--- config.mk ---
export PLATFORM = sky130hd
export DESIGN_NAME = counter_ud
export DESIGN_NICKNAME = d
export VERILOG_FILES = /design/src/rtl/counter_ud.sv
export SDC_FILE = /design/constraint.sdc
export NUM_CORES = 1
export LEC_CHECK = 0
export ABC_AREA = 1
export BUFFER_PORTS_ARGS = -buffer_cell sky130_fd_sc_hd__buf_2
export CAP_MARGIN = 40
export CELL_PAD_IN_SITES_DETAIL_PLACEMENT = 0
export CELL_PAD_IN_SITES_GLOBAL_PLACEMENT = 1
export CORE_ASPECT_RATIO = 0.6
export CORE_MARGIN = 1
export CORE_UTILIZATION = 45
export CTS_CLUSTER_SIZE = 16
export DETAILED_ROUTE_END_ITERATION = 7
export GPL_TIMING_DRIVEN = 0
export PLACE_DENSITY_LB_ADDON = 0.1
export SYNTH_ARGS = -nofsm -noshare
export SYNTH_HDL_FRONTEND = slang
export SYNTH_SLANG_ARGS = --single-unit
--- constraint.sdc ---
create_clock -name clk -period 4.7 [get_ports clk]
set_input_delay 0.705 -clock clk [delete_from_list [all_inputs] [get_ports clk]]
set_output_delay 0.705 -clock clk [all_outputs]
set_load 0.01 [all_outputs]
--- src/rtl/counter_ud.sv ---
`default_nettype none
// ============================================================================
// Module   : counter_ud
// Purpose  : 8-bit up/down LED counter with a decade prescaler and a
//            bit-reversed mirror output.
// Revision : 1.0 - initial release
// ============================================================================
module counter_ud (
    input  logic       clk,
    input  logic       reset,
    input  logic       En,
    input  logic [2:0] SW,
    input  logic       UD,
    output logic [7:0] LED,
    output logic [7:0] Dao
);

    localparam logic [23:0] PRE_MAX_6 = 24'd9;
    localparam logic [23:0] PRE_MAX_5 = 24'd99;
    localparam logic [23:0] PRE_MAX_4 = 24'd999;
    localparam logic [23:0] PRE_MAX_3 = 24'd9999;
    localparam logic [23:0] PRE_MAX_2 = 24'd99999;
    localparam logic [23:0] PRE_MAX_1 = 24'd999999;
    localparam logic [23:0] PRE_MAX_0 = 24'd9999999;

    logic [7:0]  cnt;
    logic [23:0] pre;
    logic [23:0] pre_max;
    logic        tick;

    always_comb begin
        pre_max = 24'd0;
        case (SW)
            3'd6:    pre_max = PRE_MAX_6;
            3'd5:    pre_max = PRE_MAX_5;
            3'd4:    pre_max = PRE_MAX_4;
            3'd3:    pre_max = PRE_MAX_3;
            3'd2:    pre_max = PRE_MAX_2;
            3'd1:    pre_max = PRE_MAX_1;
            3'd0:    pre_max = PRE_MAX_0;
            default: pre_max = 24'd0;
        endcase
    end

    // >= rather than == so a shrinking period never strands pre above the limit
    assign tick = En && (pre >= pre_max);

    always_ff @(posedge clk or negedge reset) begin
        if (!reset) begin
            cnt <= 8'd0;
            pre <= 24'd0;
        end else if (En) begin
            if (tick) begin
                pre <= 24'd0;
                cnt <= UD ? (cnt - 8'd1) : (cnt + 8'd1);
            end else begin
                pre <= pre + 24'd1;
            end
        end
    end

    assign LED = cnt;

    generate
        for (genvar i = 0; i < 8; i++) begin : g_rev
            assign Dao[i] = cnt[7-i];
        end
    endgenerate

endmodule
`default_nettype wire

==> impl_metrics.toml, run 1 <==
[outcome]
outcome = "finished, final reports clean"

[pwr]
peakVddDrop_mv = 0.3418
power_frac_seq_pct = 31.1
power_leakage_nw = 1.617
clock_power_share_pct = 16.8
p_comb_share_pct = 52.0
power_mw = 1.384
p_sw_share_pct = 44.56
power_density_mw_per_mm2 = 445.3
power.switching_uw = 616.5
internal_power_uw = 767.1

[layout]
drive_gt1_share_pct = 16.18
fillers = 589
antenna_cells = 0
num-nets-final = 449
syn2layout_area_growth_pct = 10.85

[sta]
drv_slew = 0
max-slew-margin-rel_pct = 49.48
setup_tns_ps = 0
worstMarginPinSlew_ps = 757.7
hold-worst-slack_ps = 477.1
min_period_ps = 2726
rsz0062_at_grt = "no"
period_share_pct = 58.01
fmax_mhz = 366.8
final-setup-viol-count = 0
hold_viol_final = 0
skew_ps = 13.47

[cts]
cts_setup_buffers = 0
post_cts_resized = 0
root_buffer = "clkbuf_8"
ctsHtreeMaxLevel = 2
clock_path_buffers = 2
cts.sinks = 32
clock_latency_ps = 290
cts_buffers = 5
tritoncts = "yes"
hold_buffers = 0
path_clk_slew_ps = 80

[synthesis]
synthesis.area_sq_mm = 0.002803
synthXorXnorAreaFrac_pct = 4.375
yosysMostFrequentCell = "nand2_1"
ys_ff_latch = 32
ys_types = 38
synth_edf_count = 0
async_flop_share_pct = 100.0
synthFlopType = "dfrtp_1"
synthCells = 384
yosys-top-cells-area = "dfrtp_1 29%, nand2_1 14%, ha_1 13%, nand3_1 5.5%, inv_1 5.5%"
synthSimpleGateAreaFrac_pct = 31.61
synth_compound_area_share_pct = 11.65
synth_nets = 420
synth-adder-area-share_pct = 13.21
synth.area.mux_share_pct = 0
ys_seq_area_share_pct = 28.57
synth_top_family_by_area = "simple AND/OR/NAND/NOR gates"
synth_common_cells = "106 x nand2_1, 41 x inv_1, 32 x dfrtp_1, 31 x nand3_1"
yosysTopAreaCell = "dfrtp_1"
synth_warnings = 0
synth_top_cell_area_share_pct = 28.57
syn_avg_cell_area_sq_um = 7.299

[grt]
grtUsageMet2_pct = 30.58
antenna_found_initial = 0
grt_max_degree = 33
grt_pass1_wl_um = 12100
busiest_layer = "met1"
grt_use_met3_pct = 4.348
overflow = 0
grt_pass1_vias = 2375
grt_use_total_pct = 23.85
grt_use_met1_pct = 40.04

[worst_hold_path]
hold_class = "primary input to asynchronous set/reset pin"

[worst_setup_path]
worstSetupEndpointType = "flop"
cp_slowest_cell = "or2_2"
slowest_delay_ps = 320
crit_chain = "buf_2 > inv_1 > o21ai_0 > or2_2 > ha_1 > nand3_2 > nor2_4 > nor2b_1 > nand2_1 > nand2_2 > buf_2 > a21oi_1"
cp.depth = 12
start_kind = "primary input"
cp_data_required_time_ps = 4830
critical_path.top_delay_family = "simple AND/OR/NAND/NOR gates"
crit_type = "primary input to flop"
r2r_cells = 10
critical_path.most_common_cell = "buf_2"
path_max_fanout = 10
crit_buf_inv = 3
critical_path_arrival_ps = 2850

[floorplan]
core_area_sq_mm = 0.005781
io_pins = 23
dieArea_sq_mm = 0.006558
placementRows = 21
start_util_pct = 48.48
fp.dieW_um = 103.9
die_h_um = 63.13

[placed_design]
gp_congestion = 0.8785
dpl.hpwl_um = 5670
port_buffers = 22

[routing]
avgRoutedWirePerCell_um = 14.39
route.vias.total = 2599
avgViaCountPerCell = 5.261
drt_wl_total_um = 7110
dr.pass1.iters = 5
drt_iter0_markers = 202
drc = 0
ant_nets = 0

[job]
max-cap-violations = 0
[registers in the layout (all words and copies together) (netlist names)]
name  count
pre      24
LED       8
[layer usage]
| metal | wire length (um) | part of all wire (%) |
|---|---|---|
| met1 | 4026 | 57 |
| met2 | 2385 | 34 |
| met3 | 681 | 9.6 |
| met4 | 17 | 0.24 |
| met5 | 0 | 0 |
[worst paths after layout]
path | from | endpoint | slack (ps)
max in group asynchronous | reset | pre[12] | 3730
min in group clk | LED[2] | LED[2] | 540
setup reg to reg | pre[18] | pre[15] | 2600
hold / removal | reset | LED[0] | 480
setup / recovery | SW[2] | pre[15] | 1970
hold reg to reg | LED[2] | LED[2] | 540
[power by group through the flow]
stage	Sequential (mW)	Combinational [mW]	Clock (mW)
after floorplan	0.422	0.519	0
after global routing	0.446	0.822	0.244
after global placement	0.433	0.701	0
after CTS	0.428	0.720	0.232
after detailed placement	0.433	0.716	0
final	0.431	0.720	0.233
[cells in the final DEF, fill, tap and decap left out, types with 3 or more instances in the layout]
cell        n
nand2_1   106
xor2_1      6
a21oi_2     7
xnor2_1     8
nor3_1      6
nand4_1    12
nand3_1    31
dfrtp_1    32
inv_1      41
nor2_2      3
o21ai_0     7
clkbuf_1    4
ha_1       28
a21oi_4     4
a21oi_1    22
inv_2       4
clkbuf_8    6
nor2_1     28
buf_4       8
buf_2      24
a21o_1      3
[final cells by class]
type | instances | area [sq um] | area share [%]
multi-input combinational | 290 | 1705 | 54.89
sequential | 32 | 800.8 | 25.78
inverter | 45 | 168.9 | 5.437
buffer | 17 | 127.6 | 4.108
timing repair buffer | 22 | 110.1 | 3.544
tap | 80 | 100.1 | 3.222
clock buffer | 7 | 86.33 | 2.779
clock inverter | 1 | 7.507 | 0.2416
[per-stage QoR]
| step | instance area (sq um) | util [%] | setup WS, ps | std cells |
|---|---|---|---|---|
| after floorplan | 2803 | - | 2157 | 384 |
| after global placement | 3013 | 52.12 | 1674 | 486 |
| after detailed placement | 3013 | 52.12 | 1689 | 486 |
| after CTS | 3107 | 53.74 | 1975 | 494 |
| after global routing | 3107 | 53.74 | 1819 | 494 |
| final | 3107 | 53.74 | 1974 | 494 |
[worst reg2reg max path: stages, from the launching register on]
cell	delay (ps)
dfrtp_1	480
ha_1	330
nand2_1	60
inv_2	60
nand3_2	70
nor2_4	140
nor2b_1	170
nand2_1	150
nand2_2	120
buf_2	250
a21oi_1	120
[kinds of logic (layout without fill, tap and decap cells)]
| logic type | count (synthesis) | in the layout |
|---|---|---|
| buf+inv | 62 | 92 |
| flops | 32 | 32 |
| xor+xnor | 14 | 14 |
| compound gates | 48 | 48 |
| simple gates | 199 | 199 |
| fa+ha+maj | 29 | 29 |
Power figures use the tool's default switching activity.
==> run 2: changes to the inputs <==
- CORE_UTILIZATION: 45 -> 40
- clock period: 4.7 -> 2.3 ns (I/O delays scaled with it)
==> run 2 against run 1 <==
Against the previous run:
- count of clock-buffer cells in the layout did not move
- first-iteration DRC count is 8.4% lower
- cell count up 1.4%
- utilization shrank 6.2 points
- worst setup slack worse by 1800 ps
- combinational power is 100% higher
- die area is 12% higher
- global-route usage shrank 1.3 points
- sequential power up 110%
- critical path type unchanged
- highest routed layer unchanged
==> impl_metrics.toml, run 2 (synthesized netlist as in run 1, its figures left out) <==
[worst_setup_path]
critical_path_arrival_ps = 2300
crit_buf_inv = 5
crit_type = "primary input to flop"
r2r_cells = 10
cp_data_required_time_ps = 2450
path_max_fanout = 10
rr_startpoint = "pre[14]"
r2r_slack_ps = 270
r2r-end = "pre[17]"
critical_path.top_delay_family = "simple AND/OR/NAND/NOR gates"
start_kind = "primary input"
worstSetupEndpointType = "flop"
critical_path.most_common_cell = "nand2_2"
crit_chain = "buf_2 > nor2_2 > nand2_2 > nand2_1 > inv_1 > ha_1 > nand2_1 > inv_2 > nand3_2 > nor2_4 > nor2b_4 > nand2_2 > nand2_2 > buf_6 > buf_12 > a21oi_4"
cp_slowest_cell = "ha_1"
slowest_delay_ps = 280

[grt]
grt_max_degree = 33
grt_use_total_pct = 22.59
grt_pass1_vias = 2278
grt_pass1_wl_um = 12030
overflow = 0
antenna_found_initial = 0

[layout]
final_cell_mix = "103 x nand2_1, 40 x inv_1, 32 x dfrtp_1"
multi_input_area_sq_mm = 0.001734
antenna_cells = 0
regArea_sq_um = 800.8
fillers = 722
top_register = "pre"
drive_gt1_share_pct = 18.36
final_common_cell = "nand2_1"
final_core_util_pct = 47.57
largest_reg_flops = 24
num-nets-final = 449
syn2layout_area_growth_pct = 14.29

[sta]
period_share_pct = 93.56
final-setup-viol-count = 0
hold_viol_final = 0
fin_ws_ps = 148.0
drv_slew = 0
fmax_mhz = 464.7
hold-worst-slack_ps = 151.4
worstMarginPinSlew_ps = 781.1
skew_ps = 6.320
min_period_ps = 2152
max-slew-margin-rel_pct = 47.93

[routing]
avgViaCountPerCell = 5.028
drc = 0
avgRoutedWirePerCell_um = 14.35
drt_wl_total_um = 7189
drt_iter0_markers = 185
ant_nets = 0
dr.pass1.iters = 5
route.vias.total = 2519

[cts]
root_buffer = "clkbuf_16"
cts.sinks = 32
cts_buffers = 5
tritoncts = "yes"
ctsHtreeMaxLevel = 2
path_clk_slew_ps = 50
clock_path_buffers = 2
clock_latency_ps = 280

[placed_design]
gp_congestion = 0.8598
port_buffers = 22
place_ws_ps = -381.3
dpl.hpwl_um = 5766

[pwr]
power_mw = 3.026
power_leakage_nw = 1.648
power_density_mw_per_mm2 = 944.7
peakVddDrop_mv = 0.4296

[floorplan]
start_util_pct = 41.62
io_pins = 23
fp.dieW_um = 110.1
dieArea_sq_mm = 0.007357
die_h_um = 66.84
core_area_sq_mm = 0.006734
placementRows = 23

[worst_hold_path]
hold_class = "primary input to asynchronous set/reset pin"

[outcome]
outcome = "finished, final reports clean"

[job]
max-cap-violations = 0
[run 2: cell counts in the layout (fill, tap and decap cells not counted)]
Identical to the previous run, type by type.
[run 2: repair_timing]
item / CTS / global route
hold buffers: 0 / 0
pin swaps: 0 / 0
buffers inserted: 0 / 0
cloned: 0 / 0
endpoints found under the setup margin: 28 / 29
resized for setup: 3 / 9
[run 2: worst register-to-register path, cell delays in order (launching register included)]
cell      delay (ps)
dfrtp_1          480
ha_1             330
nand2_1           60
nor2_1           160
nand3b_1         140
nor2b_4          150
nand2_2           90
nand2_2          110
buf_6            160
buf_12           160
a21oi_4           60
[run 2: report_power, final]
group          leakage [nW]  switching [mW]  total, mW  internal (mW)
clock                0.0701           0.246      0.677          0.431
sequential            0.428           0.193      0.887          0.694
combinational          1.15           0.824       1.46          0.638
total                  1.65            1.26       3.03           1.76
[run 2: worst max path at each step]
stage | from | depth (start not counted) | end
finish | SW[1] | 16 | pre[17]
global route | SW[1] | 16 | pre[16]
CTS | SW[1] | 16 | LED[7]
detailed placement | SW[2] | 13 | LED[7]
global placement | SW[2] | 12 | pre[15]
floorplan | SW[2] | 12 | pre[16]
[run 2: routing by layer]
layer / up-vias / wire [um] / global-route usage (%)
met4: 0 / 65 / 5.833
met3: 7 / 576 / 3.914
met1: 1134 / 4248 / 38.49
li1: 1312 / - / -
met2: 66 / 2298 / 26.88
met5: - / 0 / 0
[run 2: layout make-up]
class / instances / area share (%)
Inverter: 45 / 5.273
Clock inverter: 1 / 0.2344
Buffer: 17 / 4.063
Tap cell: 87 / 3.398
Clock buffer: 7 / 4.453
Sequential cell: 32 / 25.00
Timing Repair Buffer: 22 / 3.438
Multi-Input combinational cell: 290 / 54.14
[run 2: through the flow]
step / instances / instance area, sq um / setup TNS (ps)
2_1_floorplan: 384 / 2803 / 0
3_3_place_gp: 493 / 3022 / -10400
3_5_place_dp: 493 / 3022 / -10390
4_1_cts: 501 / 3174 / 0
5_1_grt: 501 / 3203 / -11.75
6_report: 501 / 3203 / 0
==> run 3: changes to the inputs <==
- CORE_UTILIZATION: 40 -> 41
- CTS_BUF_LIST: default -> sky130_fd_sc_hd__clkbuf_4 sky130_fd_sc_hd__clkbuf_8
==> run 3 against run 2 <==
Against the previous run:
- critical path depth decreased by 3
- global-route usage is 0.61 points higher
- worst hold slack lost 17 ps
- combinational power is essentially flat
- maximum frequency is 0.31% lower
- highest routed layer unchanged
- sequential cell count stayed put
==> impl_metrics.toml, run 3 (synthesized netlist as in run 1, its figures left out) <==
[routing]
dr.pass1.iters = 5
drt_wl_total_um = 7328
ant_nets = 0
avgRoutedWirePerCell_um = 14.71
avgViaCountPerCell = 5.096
drt_iter0_markers = 151
route.vias.total = 2538
drc = 0

[cts]
root_buffer = "clkbuf_8"
tritoncts = "yes"
ctsHtreeMaxLevel = 2
cts.sinks = 32
clock_latency_ps = 300
hold_buffers = 0
cts_buffers = 5
path_clk_slew_ps = 70
clock_path_buffers = 2

[grt]
antenna_found_initial = 0
grt_pass1_vias = 2329
overflow = 0
grt_max_degree = 33
grt_pass1_wl_um = 12220
grt_use_total_pct = 23.21

[placed_design]
gp_congestion = 0.8760
dpl.hpwl_um = 5825
port_buffers = 22
place_area_sq_mm = 0.003018
place_ws_ps = -385.2

[worst_setup_path]
cp_data_required_time_ps = 2460
slowest_delay_ps = 290
crit_start = "SW[1]"
start_kind = "primary input"
cp.depth = 13
r2r_cells = 11
crit_type = "primary input to flop"
path_max_fanout = 10
crit_buf_inv = 4
r2r-end = "pre[17]"
cp_slowest_cell = "or2_2"
critical_path.top_delay_family = "simple AND/OR/NAND/NOR gates"
critical_path_arrival_ps = 2320
crit_chain = "buf_2 > inv_1 > o21ai_2 > or2_2 > ha_1 > nand3_2 > nor2_4 > nor2b_2 > nand2_2 > nand2_2 > buf_6 > buf_12 > a21oi_4"
cp-endpoint = "pre[17]"
r2r_slack_ps = 270
critical_path.most_common_cell = "nand2_2"
rr_startpoint = "pre[18]"
worstSetupEndpointType = "flop"

[layout]
largest_reg_flops = 24
drive_gt1_share_pct = 18.36
final_common_cell = "nand2_1"
fillers = 663
syn2layout_area_growth_pct = 12.50
num-nets-final = 449
final_cell_mix = "103 x nand2_1, 40 x inv_1, 32 x dfrtp_1"
design_area_sq_mm = 0.003153
top_register = "pre"
antenna_cells = 0

[pwr]
power_mw = 2.913
power_density_mw_per_mm2 = 923.9
power_leakage_nw = 1.630
peakVddDrop_mv = 0.5752

[sta]
rsz0062_at_grt = "no"
max-slew-margin-rel_pct = 46.90
hold_viol_final = 0
setup_tns_ps = 0
min_period_ps = 2159
final-setup-viol-count = 0
fmax_mhz = 463.2
drv_slew = 0
skew_ps = 5.690
hold-worst-slack_ps = 134.9
fin_ws_ps = 141.3
period_share_pct = 93.86
worstMarginPinSlew_ps = 796.5

[worst_hold_path]
hold_class = "primary input to asynchronous set/reset pin"

[floorplan]
dieArea_sq_mm = 0.007182
core_area_sq_mm = 0.006359
io_pins = 23
die_h_um = 66.05
fp.dieW_um = 108.7
start_util_pct = 44.08
placementRows = 22

[job]
max-cap-violations = 0

[outcome]
outcome = "finished, final reports clean"
-- run 3: where the power goes --
part           switching, mW  internal, mW
Combinational          0.830         0.635
Clock                  0.242         0.321
Sequential             0.193         0.692
-- run 3: repair_timing --
item                       CTS  global route
buffers inserted             0             0
resized for setup            2             8
setup endpoints to repair   28            28
-- run 3: how the worst min path moves through the flow --
| stage | startpoint | endpoint | cells after the start |
|---|---|---|---|
| 6_report | reset | pre[23] | 1 |
| 3_5_place_dp | reset | pre[23] | 1 |
| 4_1_cts | reset | pre[2] | 1 |
| 3_3_place_gp | reset | LED[1] | 1 |
| 2_1_floorplan | reset | LED[0] | 0 |
| 5_1_grt | reset | pre[9] | 1 |
-- run 3: final cells by class --
class	count	area [sq um]	share of cell area (%)
timing repair buffer	22	110.1	3.492
clock buffer	5	68.82	2.183
inverter	45	168.9	5.357
buffer	17	130.1	4.127
multi-input combinational	290	1727	54.76
clock inverter	3	42.54	1.349
tap	84	105.1	3.333
sequential	32	800.8	25.40
-- run 3: per-stage QoR --
stage / std cells / utilization (%)
after floorplan: 384 / -
after global placement: 490 / 47.46
after detailed placement: 490 / 47.46
after CTS: 498 / 49.21
after global routing: 498 / 49.59
final: 498 / 49.59
-- run 3: routing by layer --
metal | up-vias | global-route usage [%] | share of wire, %
met3 | 6 | 4.729 | 6.3
li1 | 1309 | - | -
met2 | 56 | 28.56 | 32
met1 | 1167 | 38.99 | 61
met4 | 0 | 4.561 | 0.71
met5 | - | 0 | 0
